File: config.mk
export PLATFORM = sky130hd
export DESIGN_NAME = sv32_tlb_plru
export DESIGN_NICKNAME = d
export VERILOG_FILES = /design/src/rtl/sv32_tlb_plru.sv
export SDC_FILE = /design/constraint.sdc
export NUM_CORES = 1
export LEC_CHECK = 0
export CORE_UTILIZATION = 39
export DETAILED_ROUTE_END_ITERATION = 7
export GPL_TIMING_DRIVEN = 0
export SLEW_MARGIN = 20
export SYNTH_ARGS = -nofsm -noshare
export SYNTH_HDL_FRONTEND = slang
export SYNTH_SLANG_ARGS = --single-unit
File: constraint.sdc
create_clock -name clk -period 6.6 [get_ports clk]
set_clock_uncertainty 0.1 [all_clocks]
set_input_delay 0.66 -clock clk [delete_from_list [all_inputs] [get_ports clk]]
set_output_delay 0.66 -clock clk [all_outputs]
set_load 0.05 [all_outputs]
File: src/rtl/sv32_tlb_plru.sv
// ---------------------------------------------------------------------------
// sv32_tlb_plru
//
// Fully-associative Sv32 TLB with tree pseudo-LRU replacement. The PTW
// refills it through the update port; the I/D MMU translation logic queries
// it through the lookup port. SFENCE.VMA is handled by the flush port.
//
// Ports:
//   clk, reset          clock; synchronous active-high reset
//   flush_i             SFENCE.VMA strobe
//   flush_asid_i        ASID to flush (0 = all ASIDs)
//   flush_vaddr_i       vaddr to flush (0 = all addresses)
//   upd_valid_i         PTW refill strobe
//   upd_is_4M_i         refill is a 4 MiB superpage
//   upd_vpn_i           refill VPN {vpn1, vpn0}
//   upd_asid_i          refill ASID
//   upd_content_i       refill Sv32 PTE (bit 5 = G)
//   lu_access_i         lookup request
//   lu_asid_i           lookup ASID
//   lu_vaddr_i          lookup virtual address
//   lu_hit_o            lookup hit
//   lu_is_4M_o          hit entry is a superpage
//   lu_content_o        hit entry PTE, 0 when no hit
//   replace_idx_o       entry the next refill would go to (if not a duplicate)
//   valid_o             per-entry valid bits
//
// REG_LOOKUP = 0 gives combinational lookup outputs; REG_LOOKUP = 1 adds one
// register stage on the lookup outputs.
// ---------------------------------------------------------------------------
module sv32_tlb_plru #(
  parameter int unsigned ENTRIES    = 4,
  parameter int unsigned ASID_WIDTH = 9,
  parameter int unsigned REG_LOOKUP = 0
) (
  input  logic                       clk,
  input  logic                       reset,
  input  logic                       flush_i,
  input  logic [ASID_WIDTH-1:0]      flush_asid_i,
  input  logic [31:0]                flush_vaddr_i,
  input  logic                       upd_valid_i,
  input  logic                       upd_is_4M_i,
  input  logic [19:0]                upd_vpn_i,
  input  logic [ASID_WIDTH-1:0]      upd_asid_i,
  input  logic [31:0]                upd_content_i,
  input  logic                       lu_access_i,
  input  logic [ASID_WIDTH-1:0]      lu_asid_i,
  input  logic [31:0]                lu_vaddr_i,
  output logic                       lu_hit_o,
  output logic                       lu_is_4M_o,
  output logic [31:0]                lu_content_o,
  output logic [$clog2(ENTRIES)-1:0] replace_idx_o,
  output logic [ENTRIES-1:0]         valid_o
);

  localparam int unsigned IDX_W = $clog2(ENTRIES);
  localparam int unsigned NODES = ENTRIES - 1;

  // ------------------------------------------------------------------------
  // State
  // ------------------------------------------------------------------------
  logic [ENTRIES-1:0]    valid_q, valid_d;
  logic [NODES-1:0]      plru_q, plru_d;
  logic [9:0]            vpn1_q    [ENTRIES];
  logic [9:0]            vpn1_d    [ENTRIES];
  logic [9:0]            vpn0_q    [ENTRIES];
  logic [9:0]            vpn0_d    [ENTRIES];
  logic [ASID_WIDTH-1:0] asid_q    [ENTRIES];
  logic [ASID_WIDTH-1:0] asid_d    [ENTRIES];
  logic                  is_4m_q   [ENTRIES];
  logic                  is_4m_d   [ENTRIES];
  logic [31:0]           content_q [ENTRIES];
  logic [31:0]           content_d [ENTRIES];

  // Page offset of the lookup address never takes part in matching.
  logic unused_lu_offset;
  assign unused_lu_offset = ^lu_vaddr_i[11:0];

  // ------------------------------------------------------------------------
  // PLRU tree helper. Nodes are heap-ordered: node n has children 2n+1 and
  // 2n+2, root is node 0. A node bit of 0 means the victim lies in its lower
  // half. Touching an entry points every node on its path away from it.
  // ------------------------------------------------------------------------
  function automatic logic [NODES-1:0] plru_touch(input logic [NODES-1:0] bits,
                                                  input logic [IDX_W-1:0] idx);
    logic [NODES-1:0] r;
    int node;
    r = bits;
    for (int l = 0; l < IDX_W; l++) begin
      // The first l index bits (MSB first) select the node at depth l.
      node = (1 << l) - 1 + int'(idx >> (IDX_W - l));
      r[node] = ~idx[IDX_W-1-l];
    end
    return r;
  endfunction

  // ------------------------------------------------------------------------
  // Per-entry comparators
  // ------------------------------------------------------------------------
  logic [ENTRIES-1:0] lu_match;
  logic [ENTRIES-1:0] upd_dup;
  logic [ENTRIES-1:0] flush_hit;
  logic               flush_asid_zero;
  logic               flush_vaddr_zero;

  assign flush_asid_zero  = (flush_asid_i == '0);
  assign flush_vaddr_zero = (flush_vaddr_i == '0);

  for (genvar gi = 0; gi < ENTRIES; gi++) begin : g_entry
    logic is_global;
    logic lu_asid_eq;
    logic lu_vpn_eq;
    logic flush_asid_eq;
    logic flush_vpn_eq;

    assign is_global     = content_q[gi][5];
    assign lu_asid_eq    = (asid_q[gi] == lu_asid_i);
    assign lu_vpn_eq     = (vpn1_q[gi] == lu_vaddr_i[31:22]) &&
                           (is_4m_q[gi] || (vpn0_q[gi] == lu_vaddr_i[21:12]));
    assign flush_asid_eq = (asid_q[gi] == flush_asid_i);
    assign flush_vpn_eq  = (vpn1_q[gi] == flush_vaddr_i[31:22]) &&
                           (is_4m_q[gi] || (vpn0_q[gi] == flush_vaddr_i[21:12]));

    assign lu_match[gi] = valid_q[gi] && (lu_asid_eq || is_global) && lu_vpn_eq;

    // Same tag as the refill: refresh in place instead of allocating a copy.
    assign upd_dup[gi] = valid_q[gi] &&
                         (vpn1_q[gi] == upd_vpn_i[19:10]) &&
                         (upd_is_4M_i || (vpn0_q[gi] == upd_vpn_i[9:0])) &&
                         (asid_q[gi] == upd_asid_i) &&
                         (is_4m_q[gi] == upd_is_4M_i);

    // Global entries survive every ASID-qualified flush.
    assign flush_hit[gi] = flush_asid_zero
                         ? (flush_vaddr_zero || flush_vpn_eq)
                         : (!is_global && flush_asid_eq &&
                            (flush_vaddr_zero || flush_vpn_eq));
  end

  // ------------------------------------------------------------------------
  // Priority encoders (lowest index wins) and victim selection
  // ------------------------------------------------------------------------
  logic [IDX_W-1:0] hit_idx;
  logic [IDX_W-1:0] dup_idx;
  logic [IDX_W-1:0] free_idx;
  logic [IDX_W-1:0] tree_idx;
  logic [IDX_W-1:0] replace_idx;
  logic [IDX_W-1:0] upd_idx;
  logic             any_free;
  logic             dup_found;

  always_comb begin
    hit_idx  = '0;
    dup_idx  = '0;
    free_idx = '0;
    for (int i = ENTRIES - 1; i >= 0; i--) begin
      if (lu_match[i]) hit_idx  = IDX_W'(i);
      if (upd_dup[i])  dup_idx  = IDX_W'(i);
      if (!valid_q[i]) free_idx = IDX_W'(i);
    end
  end

  // Walk from the root following each node's victim direction.
  always_comb begin
    int node;
    node     = 0;
    tree_idx = '0;
    for (int l = 0; l < IDX_W; l++) begin
      tree_idx[IDX_W-1-l] = plru_q[node];
      node = 2 * node + 1 + int'(plru_q[node]);
    end
  end

  assign any_free    = ~&valid_q;
  assign dup_found   = |upd_dup;
  assign replace_idx = any_free ? free_idx : tree_idx;
  assign upd_idx     = dup_found ? dup_idx : replace_idx;

  // ------------------------------------------------------------------------
  // Lookup result from pre-clock state
  // ------------------------------------------------------------------------
  logic        lu_hit_c;
  logic        lu_is_4m_c;
  logic [31:0] lu_content_c;

  assign lu_hit_c     = lu_access_i && (|lu_match);
  assign lu_is_4m_c   = lu_hit_c && is_4m_q[hit_idx];
  assign lu_content_c = lu_hit_c ? content_q[hit_idx] : 32'h0;

  // ------------------------------------------------------------------------
  // Next-state: lookup touch, then flush or refill
  // ------------------------------------------------------------------------
  always_comb begin
    valid_d   = valid_q;
    plru_d    = plru_q;
    vpn1_d    = vpn1_q;
    vpn0_d    = vpn0_q;
    asid_d    = asid_q;
    is_4m_d   = is_4m_q;
    content_d = content_q;

    if (lu_hit_c && !flush_i) begin
      plru_d = plru_touch(plru_d, hit_idx);
    end

    if (flush_i) begin
      // A flush wins over a same-cycle refill, and leaves the tree alone.
      valid_d = valid_q & ~flush_hit;
    end else if (upd_valid_i) begin
      valid_d[upd_idx]   = 1'b1;
      vpn1_d[upd_idx]    = upd_vpn_i[19:10];
      vpn0_d[upd_idx]    = upd_vpn_i[9:0];
      asid_d[upd_idx]    = upd_asid_i;
      is_4m_d[upd_idx]   = upd_is_4M_i;
      content_d[upd_idx] = upd_content_i;
      // Applied after the lookup touch so the refilled entry is protected.
      plru_d = plru_touch(plru_d, upd_idx);
    end
  end

  always_ff @(posedge clk) begin
    if (reset) begin
      valid_q <= '0;
      plru_q  <= '0;
    end else begin
      valid_q <= valid_d;
      plru_q  <= plru_d;
    end
  end

  // Payload is qualified by valid, so it needs no reset.
  always_ff @(posedge clk) begin
    vpn1_q    <= vpn1_d;
    vpn0_q    <= vpn0_d;
    asid_q    <= asid_d;
    is_4m_q   <= is_4m_d;
    content_q <= content_d;
  end

  assign valid_o       = valid_q;
  assign replace_idx_o = replace_idx;

  // ------------------------------------------------------------------------
  // Lookup output stage
  // ------------------------------------------------------------------------
  if (REG_LOOKUP != 0) begin : g_reg_lookup
    logic        lu_hit_q, lu_hit_d;
    logic        lu_is_4m_q, lu_is_4m_d;
    logic [31:0] lu_content_q, lu_content_d;

    // A result computed alongside a flush may refer to an entry being
    // invalidated, so it is suppressed.
    always_comb begin
      lu_hit_d     = lu_hit_c && !flush_i;
      lu_is_4m_d   = lu_is_4m_c && !flush_i;
      lu_content_d = flush_i ? 32'h0 : lu_content_c;
    end

    always_ff @(posedge clk) begin
      if (reset) begin
        lu_hit_q     <= 1'b0;
        lu_is_4m_q   <= 1'b0;
        lu_content_q <= 32'h0;
      end else begin
        lu_hit_q     <= lu_hit_d;
        lu_is_4m_q   <= lu_is_4m_d;
        lu_content_q <= lu_content_d;
      end
    end

    assign lu_hit_o     = lu_hit_q;
    assign lu_is_4M_o   = lu_is_4m_q;
    assign lu_content_o = lu_content_q;
  end else begin : g_comb_lookup
    assign lu_hit_o     = lu_hit_c;
    assign lu_is_4M_o   = lu_is_4m_c;
    assign lu_content_o = lu_content_c;
  end

endmodule

==> impl_summary.txt <==
----------------------------------------------------
[Yosys]
  Mapped Nets ... around 1.1k
  Dominant cell type by area after synthesis ... sky130_fd_sc_hd__edfxtp_1
  Area contributors post-synth ... sky130_fd_sc_hd__edfxtp_1 (56%), sky130_fd_sc_hd__xor2_1 (15%), sky130_fd_sc_hd__xnor2_1 (8.6%)
  Fraction of post-synthesis cell area in the top cell type by area ... between 50 and 60%
  Syn_area_per_cell ... 13.72 um2
  Cell area after technology mapping ... between 0.01 and 0.015 mm2
  Count of flip-flops with a built-in enable after synthesis ... between 200 and 250
  Top_reg_cell synth ... sky130_fd_sc_hd__edfxtp_1
  Synth unique cells ... between 40 and 50
  Part of the Yosys area used for sequential elements ... between 50% and 60%
  Warning count from the yosys run ... 0
  Ys async rst share ... 0%
  Synthesized instance count ... about 960
  Synth Register Bits ... ~260

[Clock tree]
  Clock tree from TritonCTS ... done
  Cts hold-fix bufs ... 0
  CTS-repair resized insts ... 0
  Maximum clock insertion buffer count ... 3
  Count of clock tree sinks ... about 260
  Clock Pin Slew Worst Setup and Hold Paths ... about 0.06 ns
  Root buffer selected by CTS ... sky130_fd_sc_hd__clkbuf_16
  Clock insertion delay at the later pin of the skew report ... around 0.56 ns
  Number of buffers added for setup after CTS ... 0
  H-tree levels ... 1
  Clock buffer count from CTS ... 29

[GRT]
  Number of global-route vias before repair ... 8703
  Pin count of the biggest net entering global routing ... 41
  Global-route total usage across every layer ... ~22%
  Number of antenna violations at the first check in global routing ... 6
  Grt total ovfl ... 0
  First-pass GRT wire length ... approximately 56 mm

[STA]
  Transition time of the tightest slew-check pin ... slightly below 0.9 ns
  Crit path time final ... ~5.4 ns
  Final setup margin ... 1.217 ns
  Unrepaired setup endpoints after global routing ... no
  Final setup viols ... 0
  WHS ... 0.4969 ns
  Hold violation count in the final report ... 0
  Share of the clock period used by the worst path after layout ... between 80 and 90%
  Highest attainable clock frequency ... around 0.19 GHz
  Relative slew slack ... 41.13%
  Max-slew violation count ... 0

[Placed design]
  Post-Place Setup Slack ... 1.249 ns
  Final estimated routing congestion in global placement ... roughly 0.91
  Port Buf Inserts ... 147
  Hpwl dp ... 28.54 mm
  Total cell area at the placement stage ... about 0.015 mm2
  Cell total after placement ... between 1.5k and 2k

[Worst setup path]
  Required @ worst endpoint ... 5.84 ns
  Biggest fanout along the worst timing path ... 10
  Crit path kind ... input pin to primary output
  Max incr delay on CP ... approximately 0.86 ns
  Arrival time of the worst setup path ... between 4 and 5 ns
  Critical path cell sequence ... clkdlybuf4s50_1 -> xor2_1 -> nor4_1 -> a41oi_1 -> nor3_2 -> nor2_2 -> a21boi_4 -> buf_4 -> o221ai_2 -> a21oi_1 -> clkdlybuf4s50_1
  Kind of end point of the critical path ... primary output
  Largest delay contributor family on the critical path ... buffers and inverters
  Minimum setup slack among reg-to-reg paths ... ~2.5 ns
  Kind of start point of the critical path ... input pin
  Buffers plus inverters on the worst setup path ... 3
  Stages on the worst setup path ... 11
  Number of cells on the worst reg-to-reg path ... 8
  Cell with the largest stage delay on the worst path ... sky130_fd_sc_hd__clkdlybuf4s50_1
  Most common cell type on the critical path ... sky130_fd_sc_hd__clkdlybuf4s50_1

[Die]
  Effective utilization at floorplan ... approximately two fifths
  Die Ht ... between 150 and 200 um
  Chip width ... between 150 and 200 um
  Top-level port count ... 189
  CORE AREA ... around 0.033 mm2
  Area enclosed by the die boundary ... around 0.035 mm2
  Number of cell rows ... 66

[Drt]
  Number of design rule violations left after detail routing ... 0
  Length of the first detailed-routing pass in iterations ... 5
  Total via count in the routed design ... about 8.6k
  Post-route ant nets ... 0
  Total wirelength of the detailed-routed design ... around 38 mm
  Vias per Instance ... roughly 5.3
  Initial detailed-routing violation count ... ~550
  Average routed wire per standard cell ... between 20 and 25 um

[Cells and area]
  Post-layout nets ... around 1.3k
  Share of cells above drive strength 1 ... 8.803%
  Final instance area ... about 0.016 mm2
  Area grow syn2layout ... 24.00%
  Filler cells ... about 2.9k
  Count of placed standard cells in the final layout, fillers left out ... 1615

[Min path]
  Tightest Hold Check Type ... register to register
  Cell depth of the worst hold path ... 2

[Run]
  Reported max-cap violation count ... 0

[Power and ir drop]
  Power per standard cell area ... 224.4 mW/mm2
  Power after layout ... 3.673 mW
  Lkg Pwr ... 5.056 nW
  Maximum resistive drop on vdd ... approximately 0.22 mV

[Status]
  Run status ... complete, no violations

----------------------------------------------------
==> worst reg2reg max path, stage by stage, from the launching register on <==
cell and delay (ns):
sky130_fd_sc_hd__edfxtp_1 0.45, sky130_fd_sc_hd__xor2_1 0.21, sky130_fd_sc_hd__nor4_1 0.59, sky130_fd_sc_hd__nand4_1 0.36
sky130_fd_sc_hd__o41ai_1 0.54, sky130_fd_sc_hd__a21oi_1 0.21, sky130_fd_sc_hd__nor2_1 0.34, sky130_fd_sc_hd__and2_4 0.59
sky130_fd_sc_hd__buf_12 0.31
==> cells in the mapped netlist, types with 2 or more instances <==
master / number
sky130_fd_sc_hd__edfxtp_1: 248
sky130_fd_sc_hd__xor2_1: 222
sky130_fd_sc_hd__xnor2_1: 130
sky130_fd_sc_hd__nor4_1: 62
sky130_fd_sc_hd__a21oi_1: 39
sky130_fd_sc_hd__mux2i_1: 34
sky130_fd_sc_hd__clkbuf_1: 30
sky130_fd_sc_hd__o221ai_2: 28
sky130_fd_sc_hd__nand4_1: 27
sky130_fd_sc_hd__nor3_1: 20
sky130_fd_sc_hd__a41oi_1: 14
sky130_fd_sc_hd__nor2_1: 13
sky130_fd_sc_hd__nand3_1: 9
sky130_fd_sc_hd__or3_1: 9
sky130_fd_sc_hd__dfxtp_1: 7
sky130_fd_sc_hd__o221ai_1: 7
sky130_fd_sc_hd__buf_6: 6
sky130_fd_sc_hd__o21ai_0: 6
sky130_fd_sc_hd__inv_1: 5
sky130_fd_sc_hd__nand2_1: 5
sky130_fd_sc_hd__buf_1: 3
sky130_fd_sc_hd__buf_2: 3
sky130_fd_sc_hd__buf_4: 3
sky130_fd_sc_hd__nand2b_1: 3
sky130_fd_sc_hd__o211ai_1: 3
sky130_fd_sc_hd__a22oi_1: 2
sky130_fd_sc_hd__a41o_1: 2
sky130_fd_sc_hd__and2_1: 2
sky130_fd_sc_hd__nor3_2: 2
sky130_fd_sc_hd__o21a_1: 2
==> layer usage <==
| metal | track usage, % | up-vias | share of wire, % |
|---|---|---|---|
| met5 | 0 | - | 0.089 |
| met2 | 35.15 | 318 | 46 |
| li1 | - | 4001 | - |
| met4 | 5.443 | 6 | 2.1 |
| met1 | 30.60 | 4171 | 44 |
| met3 | 5.420 | 61 | 7.6 |
==> power by group <==
group / total (mW) / internal, mW / switching, mW
Sequential: 1.83 / 1.81 / 0.0217
Clock: 1.51 / 0.880 / 0.633
Combinational: 0.330 / 0.148 / 0.182
Total: 3.67 / 2.84 / 0.836
==> cell type report <==
| type | instances | area, um2 | share of cell area, % |
|---|---|---|---|
| flip-flops and latches | 255 | 7587 | 46.36 |
| multi-input cells | 656 | 5364 | 32.78 |
| repair buffers | 158 | 1700 | 10.39 |
| clock buffers | 35 | 748.2 | 4.572 |
| well taps | 442 | 553.0 | 3.379 |
| plain buffers | 46 | 249.0 | 1.521 |
| clock inverters | 15 | 135.1 | 0.8257 |
| inverters | 5 | 21.27 | 0.1300 |
| diodes | 3 | 7.507 | 0.04587 |
==> path summary, 6_finish.rpt <==
kind	from	end
setup / recovery	lu_vaddr_i[16]	lu_content_o[14]
hold / removal	plru_q[1]$_SDFF_PP0_	plru_q[1]$_SDFF_PP0_
setup reg to reg	vpn1_q[2]$_DFFE_PP_	content_q[80]$_DFFE_PP_
hold reg to reg	plru_q[1]$_SDFF_PP0_	plru_q[1]$_SDFF_PP0_
==> through the flow <==
stage	utilization, %	TNS, ns
after global routing	49.65	0
after floorplan	-	0
final	49.67	0
after detailed placement	46.97	0
after CTS	49.65	0
after global placement	46.21	-275.76
==> sequential cells by signal, indices dropped and copies added, names as in the netlist <==
signal     cells
valid_o        4
vpn0_q        40
plru_q         3
content_q    128
vpn1_q        40
asid_q        36
is_4m_q        4
==> cell usage in the layout, fill, tap and decap left out, drive strengths merged, types with 3 or more instances in the layout <==
cell type      instances
mux2i                 34
nand2b                 3
a21oi                 40
nand3                  9
clkdlybuf4s50        147
clkbuf                65
a41oi                 14
o221ai                35
dfxtp                  7
xnor2                130
nand2                  6
or3                   10
nor4                  63
diode                  3
nor2                  14
o21ai                  6
xor2                 222
nand4                 27
inv                    6
buf                   27
o211ai                 3
clkinv                11
nor3                  22
edfxtp               248
==> cell families after synthesis <==
kind of cell              Yosys count  share of synthesized area (%)
AOI/OAI and AO/OA                 110                          7.404
buffers and inverters              51                          2.029
muxes                              34                          2.579
xor gates and xnor gates          352                          23.36
and+or+nand+nor                   160                          7.139
DFF                               255                          57.49
No activity file was read; power rests on OpenSTA's default activity.
